`config.mk`:
```
export PLATFORM = sky130hd
export DESIGN_NAME = pipeline_hazard_scoreboard
export DESIGN_NICKNAME = d
export VERILOG_FILES = /design/src/rtl/hazard_pkg.sv /design/src/rtl/hz_scoreboard.sv /design/src/rtl/pipeline_hazard_scoreboard.sv
export SDC_FILE = /design/constraint.sdc
export NUM_CORES = 1
export LEC_CHECK = 0
export ABC_CLOCK_PERIOD_IN_PS = 14500
export CORE_MARGIN = 3
export CORE_UTILIZATION = 45
export CTS_CLUSTER_DIAMETER = 200
export DETAILED_ROUTE_END_ITERATION = 8
export PLACE_DENSITY = 0.66
export SLEW_MARGIN = 20
export SYNTH_ARGS = -nofsm -noshare
export SYNTH_HDL_FRONTEND = slang
export SYNTH_SLANG_ARGS = --single-unit
```
`constraint.sdc`:
```
create_clock -name clk -period 14.5 [get_ports clk]
set_clock_uncertainty 0.2 [all_clocks]
set_input_delay 3.625 -clock clk [delete_from_list [all_inputs] [get_ports clk]]
set_output_delay 3.625 -clock clk [all_outputs]
set_load 0.1 [all_outputs]
```
`src/rtl/hazard_pkg.sv`:
```
`default_nettype none
// ============================================================================
// Module      : hazard_pkg
// Description : Shared constants, FSM encoding and forwarding helper for the
//               pipeline hazard scoreboard.
// Revision    : 1.0 - initial release
// ============================================================================
package hazard_pkg;

    localparam int REG_AW_DEF  = 5;
    localparam int MAX_LAT_DEF = 15;
    localparam int CNT_W_DEF   = 16;

    localparam logic [1:0] FWD_NONE = 2'b00;
    localparam logic [1:0] FWD_WB   = 2'b01;
    localparam logic [1:0] FWD_MEM  = 2'b10;

    typedef enum logic [1:0] {
        ST_RUN      = 2'b00,
        ST_LD_STALL = 2'b01,
        ST_SB_STALL = 2'b10
    } hz_state_e;

    // MEM result is younger than WB, so it wins when both match.
    function automatic logic [1:0] fwd_sel(input logic mem_hit, input logic wb_hit);
        if (mem_hit) return FWD_MEM;
        if (wb_hit)  return FWD_WB;
        return FWD_NONE;
    endfunction

endpackage
`default_nettype wire

```
`src/rtl/hz_scoreboard.sv`:
```
`default_nettype none
// ============================================================================
// Module      : hz_scoreboard
// Description : Per-register latency down-counters for multicycle ops, with a
//               registered completion pulse and sticky issue-error flag.
// Revision    : 1.0 - initial release
// ============================================================================
module hz_scoreboard
    import hazard_pkg::*;
#(
    parameter int REG_AW  = REG_AW_DEF,
    parameter int MAX_LAT = MAX_LAT_DEF,
    localparam int LAT_W  = $clog2(MAX_LAT + 1),
    localparam int NREG   = 2 ** REG_AW
) (
    input  logic              clk,
    input  logic              reset,
    input  logic              mc_issue,
    input  logic [REG_AW-1:0] mc_rd,
    input  logic [LAT_W-1:0]  mc_lat,
    output logic [NREG-1:0]   pending,
    output logic              mc_wb_valid,
    output logic [REG_AW-1:0] mc_wb_rd,
    output logic              err_issue
);

    logic              rd_nz;
    logic              lat_ok;
    logic              rd_busy;
    logic              issue_ok;
    logic              issue_bad;
    logic [NREG-1:0]   done;
    logic              multi_done;
    logic [REG_AW-1:0] first_rd;
    logic              wb_valid_q;
    logic [REG_AW-1:0] wb_rd_q;
    logic              err_q;

    assign rd_nz     = (mc_rd != '0);
    assign lat_ok    = (mc_lat != '0) && (mc_lat <= LAT_W'(MAX_LAT));
    assign rd_busy   = pending[mc_rd];
    assign issue_ok  = mc_issue && rd_nz && lat_ok && !rd_busy;
    assign issue_bad = mc_issue && rd_nz && (!lat_ok || rd_busy);

    for (genvar i = 0; i < NREG; i++) begin : g_entry
        logic [LAT_W-1:0] cnt_q;
        logic [LAT_W-1:0] cnt_d;

        assign pending[i] = (cnt_q != '0);
        assign done[i]    = (cnt_q == LAT_W'(1));

        always_comb begin
            cnt_d = cnt_q;
            if (issue_ok && (mc_rd == REG_AW'(i))) begin
                cnt_d = mc_lat;
            end else if (pending[i]) begin
                cnt_d = cnt_q - LAT_W'(1);
            end
        end

        always_ff @(posedge clk or posedge reset) begin
            if (reset) begin
                cnt_q <= '0;
            end else begin
                cnt_q <= cnt_d;
            end
        end
    end

    // Clearing the lowest set bit leaves something only if two or more were set.
    assign multi_done = |(done & (done - NREG'(1)));

    always_comb begin
        first_rd = '0;
        for (int i = NREG - 1; i >= 0; i--) begin
            if (done[i]) first_rd = REG_AW'(i);
        end
    end

    always_ff @(posedge clk or posedge reset) begin
        if (reset) begin
            wb_valid_q <= 1'b0;
            wb_rd_q    <= '0;
            err_q      <= 1'b0;
        end else begin
            wb_valid_q <= |done;
            wb_rd_q    <= first_rd;
            err_q      <= err_q | issue_bad | multi_done;
        end
    end

    assign mc_wb_valid = wb_valid_q;
    assign mc_wb_rd    = wb_rd_q;
    assign err_issue   = err_q;

endmodule
`default_nettype wire

```
`src/rtl/pipeline_hazard_scoreboard.sv`:
```
`default_nettype none
// ============================================================================
// Module      : pipeline_hazard_scoreboard
// Description : EX operand forwarding, load-use and multicycle scoreboard
//               stall control, hazard FSM and stall statistics.
// Revision    : 1.0 - initial release
// ============================================================================
module pipeline_hazard_scoreboard
    import hazard_pkg::*;
#(
    parameter int REG_AW  = REG_AW_DEF,
    parameter int MAX_LAT = MAX_LAT_DEF,
    parameter int CNT_W   = CNT_W_DEF,
    localparam int LAT_W  = $clog2(MAX_LAT + 1)
) (
    input  logic              clk,
    input  logic              reset,
    input  logic [REG_AW-1:0] id_rs,
    input  logic [REG_AW-1:0] id_rt,
    input  logic              id_rs_used,
    input  logic              id_rt_used,
    input  logic [REG_AW-1:0] id_rd,
    input  logic              id_rd_valid,
    input  logic [REG_AW-1:0] ex_rs,
    input  logic [REG_AW-1:0] ex_rt,
    input  logic [REG_AW-1:0] ex_rd,
    input  logic              ex_regwrite,
    input  logic              ex_memread,
    input  logic [REG_AW-1:0] mem_rd,
    input  logic              mem_regwrite,
    input  logic [REG_AW-1:0] wb_rd,
    input  logic              wb_regwrite,
    input  logic              mc_issue,
    input  logic [REG_AW-1:0] mc_rd,
    input  logic [LAT_W-1:0]  mc_lat,
    output logic [1:0]        fwd_a,
    output logic [1:0]        fwd_b,
    output logic              pc_enable,
    output logic              if_id_enable,
    output logic              id_ex_bubble,
    output logic              mc_wb_valid,
    output logic [REG_AW-1:0] mc_wb_rd,
    output logic [CNT_W-1:0]  stall_count,
    output logic              err_issue
);

    localparam int NREG = 2 ** REG_AW;

    logic [NREG-1:0]  pending;
    logic             mem_ok;
    logic             wb_ok;
    logic             ld_hazard;
    logic             sb_hazard;
    logic             stall;
    hz_state_e        state_q;
    hz_state_e        state_d;
    hz_state_e        hz_src;
    logic [CNT_W-1:0] stall_cnt_q;
    logic [CNT_W-1:0] stall_cnt_d;

    hz_scoreboard #(
        .REG_AW  (REG_AW),
        .MAX_LAT (MAX_LAT)
    ) u_sb (
        .clk         (clk),
        .reset       (reset),
        .mc_issue    (mc_issue),
        .mc_rd       (mc_rd),
        .mc_lat      (mc_lat),
        .pending     (pending),
        .mc_wb_valid (mc_wb_valid),
        .mc_wb_rd    (mc_wb_rd),
        .err_issue   (err_issue)
    );

    // ex_regwrite only matters to later stages; forwarding keys on MEM/WB.
    assign mem_ok = mem_regwrite && (mem_rd != '0);
    assign wb_ok  = wb_regwrite && (wb_rd != '0);
    assign fwd_a  = fwd_sel(mem_ok && (mem_rd == ex_rs), wb_ok && (wb_rd == ex_rs));
    assign fwd_b  = fwd_sel(mem_ok && (mem_rd == ex_rt), wb_ok && (wb_rd == ex_rt));

    assign ld_hazard = ex_memread && (ex_rd != '0) &&
                       ((id_rs_used && (ex_rd == id_rs)) || (id_rt_used && (ex_rd == id_rt)));
    assign sb_hazard = (id_rs_used && pending[id_rs]) ||
                       (id_rt_used && pending[id_rt]) ||
                       (id_rd_valid && pending[id_rd]);

    always_ff @(posedge clk or posedge reset) begin
        if (reset) begin
            state_q <= ST_RUN;
        end else begin
            state_q <= state_d;
        end
    end

    always_comb begin
        hz_src = ST_RUN;
        if (ld_hazard) begin
            hz_src = ST_LD_STALL;
        end else if (sb_hazard) begin
            hz_src = ST_SB_STALL;
        end
        state_d = ST_RUN;
        case (state_q)
            ST_RUN, ST_LD_STALL, ST_SB_STALL: state_d = hz_src;
            default:                          state_d = ST_RUN;
        endcase
    end

    always_comb begin
        stall        = (state_d != ST_RUN);
        pc_enable    = !stall;
        if_id_enable = !stall;
        id_ex_bubble = stall;
    end

    assign stall_cnt_d = (id_ex_bubble && !(&stall_cnt_q)) ? stall_cnt_q + CNT_W'(1) : stall_cnt_q;

    always_ff @(posedge clk or posedge reset) begin
        if (reset) begin
            stall_cnt_q <= '0;
        end else begin
            stall_cnt_q <= stall_cnt_d;
        end
    end

    assign stall_count = stall_cnt_q;

endmodule
`default_nettype wire
```
==> results by group <==
Status
  – Run status: completed

Critical path
  – Worst path cell trace: clkdlybuf4s50_1 -> or4b_2 -> a21oi_1 -> mux4_2 -> nor4b_2 -> nor4_2 -> nand3_1 -> a21oi_1 -> clkdlybuf4s50_1
  – Crit start category: primary input
  – Crit path largest cell delay: 1.20 ns
  – Critical Path AT: 7.70 ns
  – Setup crit end kind: output port
  – Crit Path Class: in -> out
  – Worst R2R Start: u_sb.g_entry[9].cnt_q[0]$_DFFE_PP0P_
  – Cell family with most CP delay: buffers and inverters
  – Reg2reg end: u_sb.g_entry[29].cnt_q[2]$_DFFE_PP0P_
  – CP Buf/Inv Count: 2
  – Critical path origin: id_rs[1]
  – Reg2Reg Depth: 10
  – Crit path to: pc_enable
  – Critical Path Slowest Stage Cell: clkdlybuf4s50_1
  – Crit path depth: 9
  – Setup slack, reg-to-reg: 10.24 ns
  – Worst path required time: 10.68 ns
  – Crit-path max FO: 13

Clock network
  – Post-CTS sizing: 0
  – # hold bufs at CTS: 0
  – Reg clk slew, reported paths: 0.07 ns
  – Clock buffer count from CTS: 17
  – Worst-Skew Late Latency: 0.44 ns
  – CTS root buffer: clkbuf_16
  – TritonCTS clock tree: yes
  – Buffer depth of the longest clock path: 2
  – Setup bufs post-CTS: 0
  – CTS H-tree lvls: 4
  – Clock Sinks: 153

Global route
  – First-pass GRT wire length: 52200 µm
  – GR Overflow Total: 0
  – Initial antenna violation count: 0
  – Largest net degree at the start of global routing: 103
  – Gr usage total: 0.249
  – Vias in the first global route: 9380

Yosys
  – Area share of the largest cell type after synthesis: 0.338
  – Leading area contributor after synthesis: dfrtp_1
  – Top FF cell, synth: dfrtp_1
  – Top cells by area, synth: dfrtp_1 (34%), ha_1 (7.2%), mux2_2 (4.8%)
  – Post-Syn Area per Cell: 9.36 µm²
  – Count leader, synth: dfrtp_1
  – Yosys warning total: 0
  – Post-synth EDFFs: 0
  – Async set-reset flop share out of synthesis: 1.00
  – Post-synthesis cell count: 1211
  – Commonest cells post-synth: dfrtp_1 (153), inv_1 (99), nand3_1 (72)
  – Netlist cell types: 80
  – Mapped Nets: 1335
  – Register bit total from synthesis: 153
  – Mapped cell area: 11300 µm²
  – Sequential share of the synthesized area: 0.338

Power and ir drop
  – VDD IR max: 132 µV
  – Leakage: 0.00545 µW
  – PD cells: 213 nW/µm²
  – Final Power: 2800 µW

Floorplanning
  – Core ar.: 24500 µm²
  – Die Span Y: 165 µm
  – I/O pins: 89
  – Die footprint: 27100 µm²
  – Initial Util: 0.462
  – Rows: 57
  – Die width: 165 µm

STA
  – Final Slew Violations: 0
  – Crit path time final: 11.53 ns
  – RSZ-0062 raised after global routing: false
  – Least-Margin Pin Slew: 1.08 ns
  – Fmax achieved: 86.7 MHz
  – Final hold violation count: 0
  – Worst relative slew slack: 0.278
  – Fin crit share: 0.795
  – Final TNS setup: 0 ns
  – Final setup violation count: 0

Place
  – Final GP Congestion: 0.988
  – IO Port Bufs: 87
  – Detailed Place HPWL: 24200 µm

Worst hold path
  – HP Class: reg -> reg
  – Worst hold path startpoint: stall_count[9]$_DFFE_PP0P_

Drt
  – Avg Vias per Cell: 5.99
  – Drt drc: 0
  – Drt pass-1 iters: 6
  – Routed wire length: 33200 µm
  – Vias: 9754
  – Drt initial violations: 895
  – Wire per inst: 20.4 µm
  – Antenna viol nets, final: 0

Cells and area
  – Area delta synth->final: 16.1%
  – Antenna diode count: 0
  – Fin nets: 1416
  – Proportion of layout cells with a drive suffix above 1: 0.132

Run
  – MaxCap Viol Count: 0
power by group:
| part | internal, µW | total (µW) | switching [µW] |
|---|---|---|---|
| clock | 275 | 473 | 199 |
| combinational | 653 | 1520 | 872 |
| sequential | 623 | 805 | 182 |
registers in the layout, indices dropped and copies added (netlist names):
| register | flops |
|---|---|
| stall_count | 16 |
| u_sb.mc_wb_rd | 5 |
| u_sb.err_issue | 1 |
| u_sb.mc_wb_valid | 1 |
| state_q | 2 |
| u_sb.g_entry.cnt_q | 128 |
metrics by stage:
stage	area [µm²]	worst slack, ns	hold slack, ns	instances	util
floorplan	11300	1.85	0.255	1211	-
global placement	12500	3.00	0.275	1597	0.511
detailed placement	12500	2.97	0.283	1597	0.511
CTS	13200	2.96	0.292	1629	0.536
global route	13200	2.72	0.327	1629	0.537
finish	13200	2.97	0.284	1629	0.537
cells in the final DEF, fill, tap and decap left out, types with 8 or more instances in the layout:
master and count:
buf_4 11, nor4b_1 9, inv_1 98, nor4_1 13, nand2_1 71, or3b_2 28, a31oi_1 8, nand3_1 72
a21oi_1 70, nor3b_2 13, nand4_1 15, mux2_2 48, dfrtp_1 153, nor2_1 63, ha_1 65, nor3b_1 30
o221ai_1 22, clkbuf_16 17, and3_1 11, nand2b_1 10, mux2_1 18, or3_1 17, a211oi_1 9, mux4_2 14
nor3_1 39, xnor2_1 55, mux2i_1 29, o21ai_0 57, xor2_1 22, clkdlybuf4s50_1 87
metal layers:
layer  global-route usage  vias to the layer above  share of wire
met5                    0                        -              0
met4               0.0823                        0          0.024
met3               0.0426                       57          0.079
met2                0.397                      374           0.46
met1                0.344                     4735           0.44
li1                     -                     4588              -
worst min-delay path by stage:
stage	to	cells after the start
after floorplan	state_q[0]$_DFF_PP0_	1
after global placement	stall_count[9]$_DFFE_PP0P_	1
after detailed placement	stall_count[9]$_DFFE_PP0P_	1
after CTS	stall_count[9]$_DFFE_PP0P_	1
after global routing	stall_count[6]$_DFFE_PP0P_	1
final	stall_count[9]$_DFFE_PP0P_	1
worst reg2reg max path: cells and delay by family, from the launching register on:
family / cells / cell delay (ns)
AOI/OAI and AO/OA: 5 / 1.37
adders and majority gates: 1 / 0.23
buffers and inverters: 1 / 0.09
DFF: 1 / 0.41
and+or+nand+nor: 3 / 1.87
cells by family (layout without fill, tap and decap cells):
| family | count (synthesis) | after routing | synth area share |
|---|---|---|---|
| and+or+nand+nor | 446 | 446 | 0.237 |
| AOI/OAI and AO/OA | 221 | 221 | 0.125 |
| DFF | 153 | 153 | 0.338 |
| buffers and inverters | 137 | 231 | 0.0477 |
| muxes | 109 | 109 | 0.119 |
| xor gates and xnor gates | 77 | 77 | 0.0595 |
| adders and majority gates | 68 | 68 | 0.0744 |
area by class of cell:
| cell class | instances | area [µm²] |
|---|---|---|
| Fill cell | 2276 | 11400 |
| Multi-Input combinational cell | 921 | 6980 |
| Sequential cell | 153 | 3830 |
| Timing Repair Buffer | 98 | 953 |
| Clock buffer | 17 | 425 |
| Tap cell | 324 | 405 |
| Inverter | 101 | 384 |
| Clock inverter | 15 | 189 |
Power figures use the tool's default switching activity.
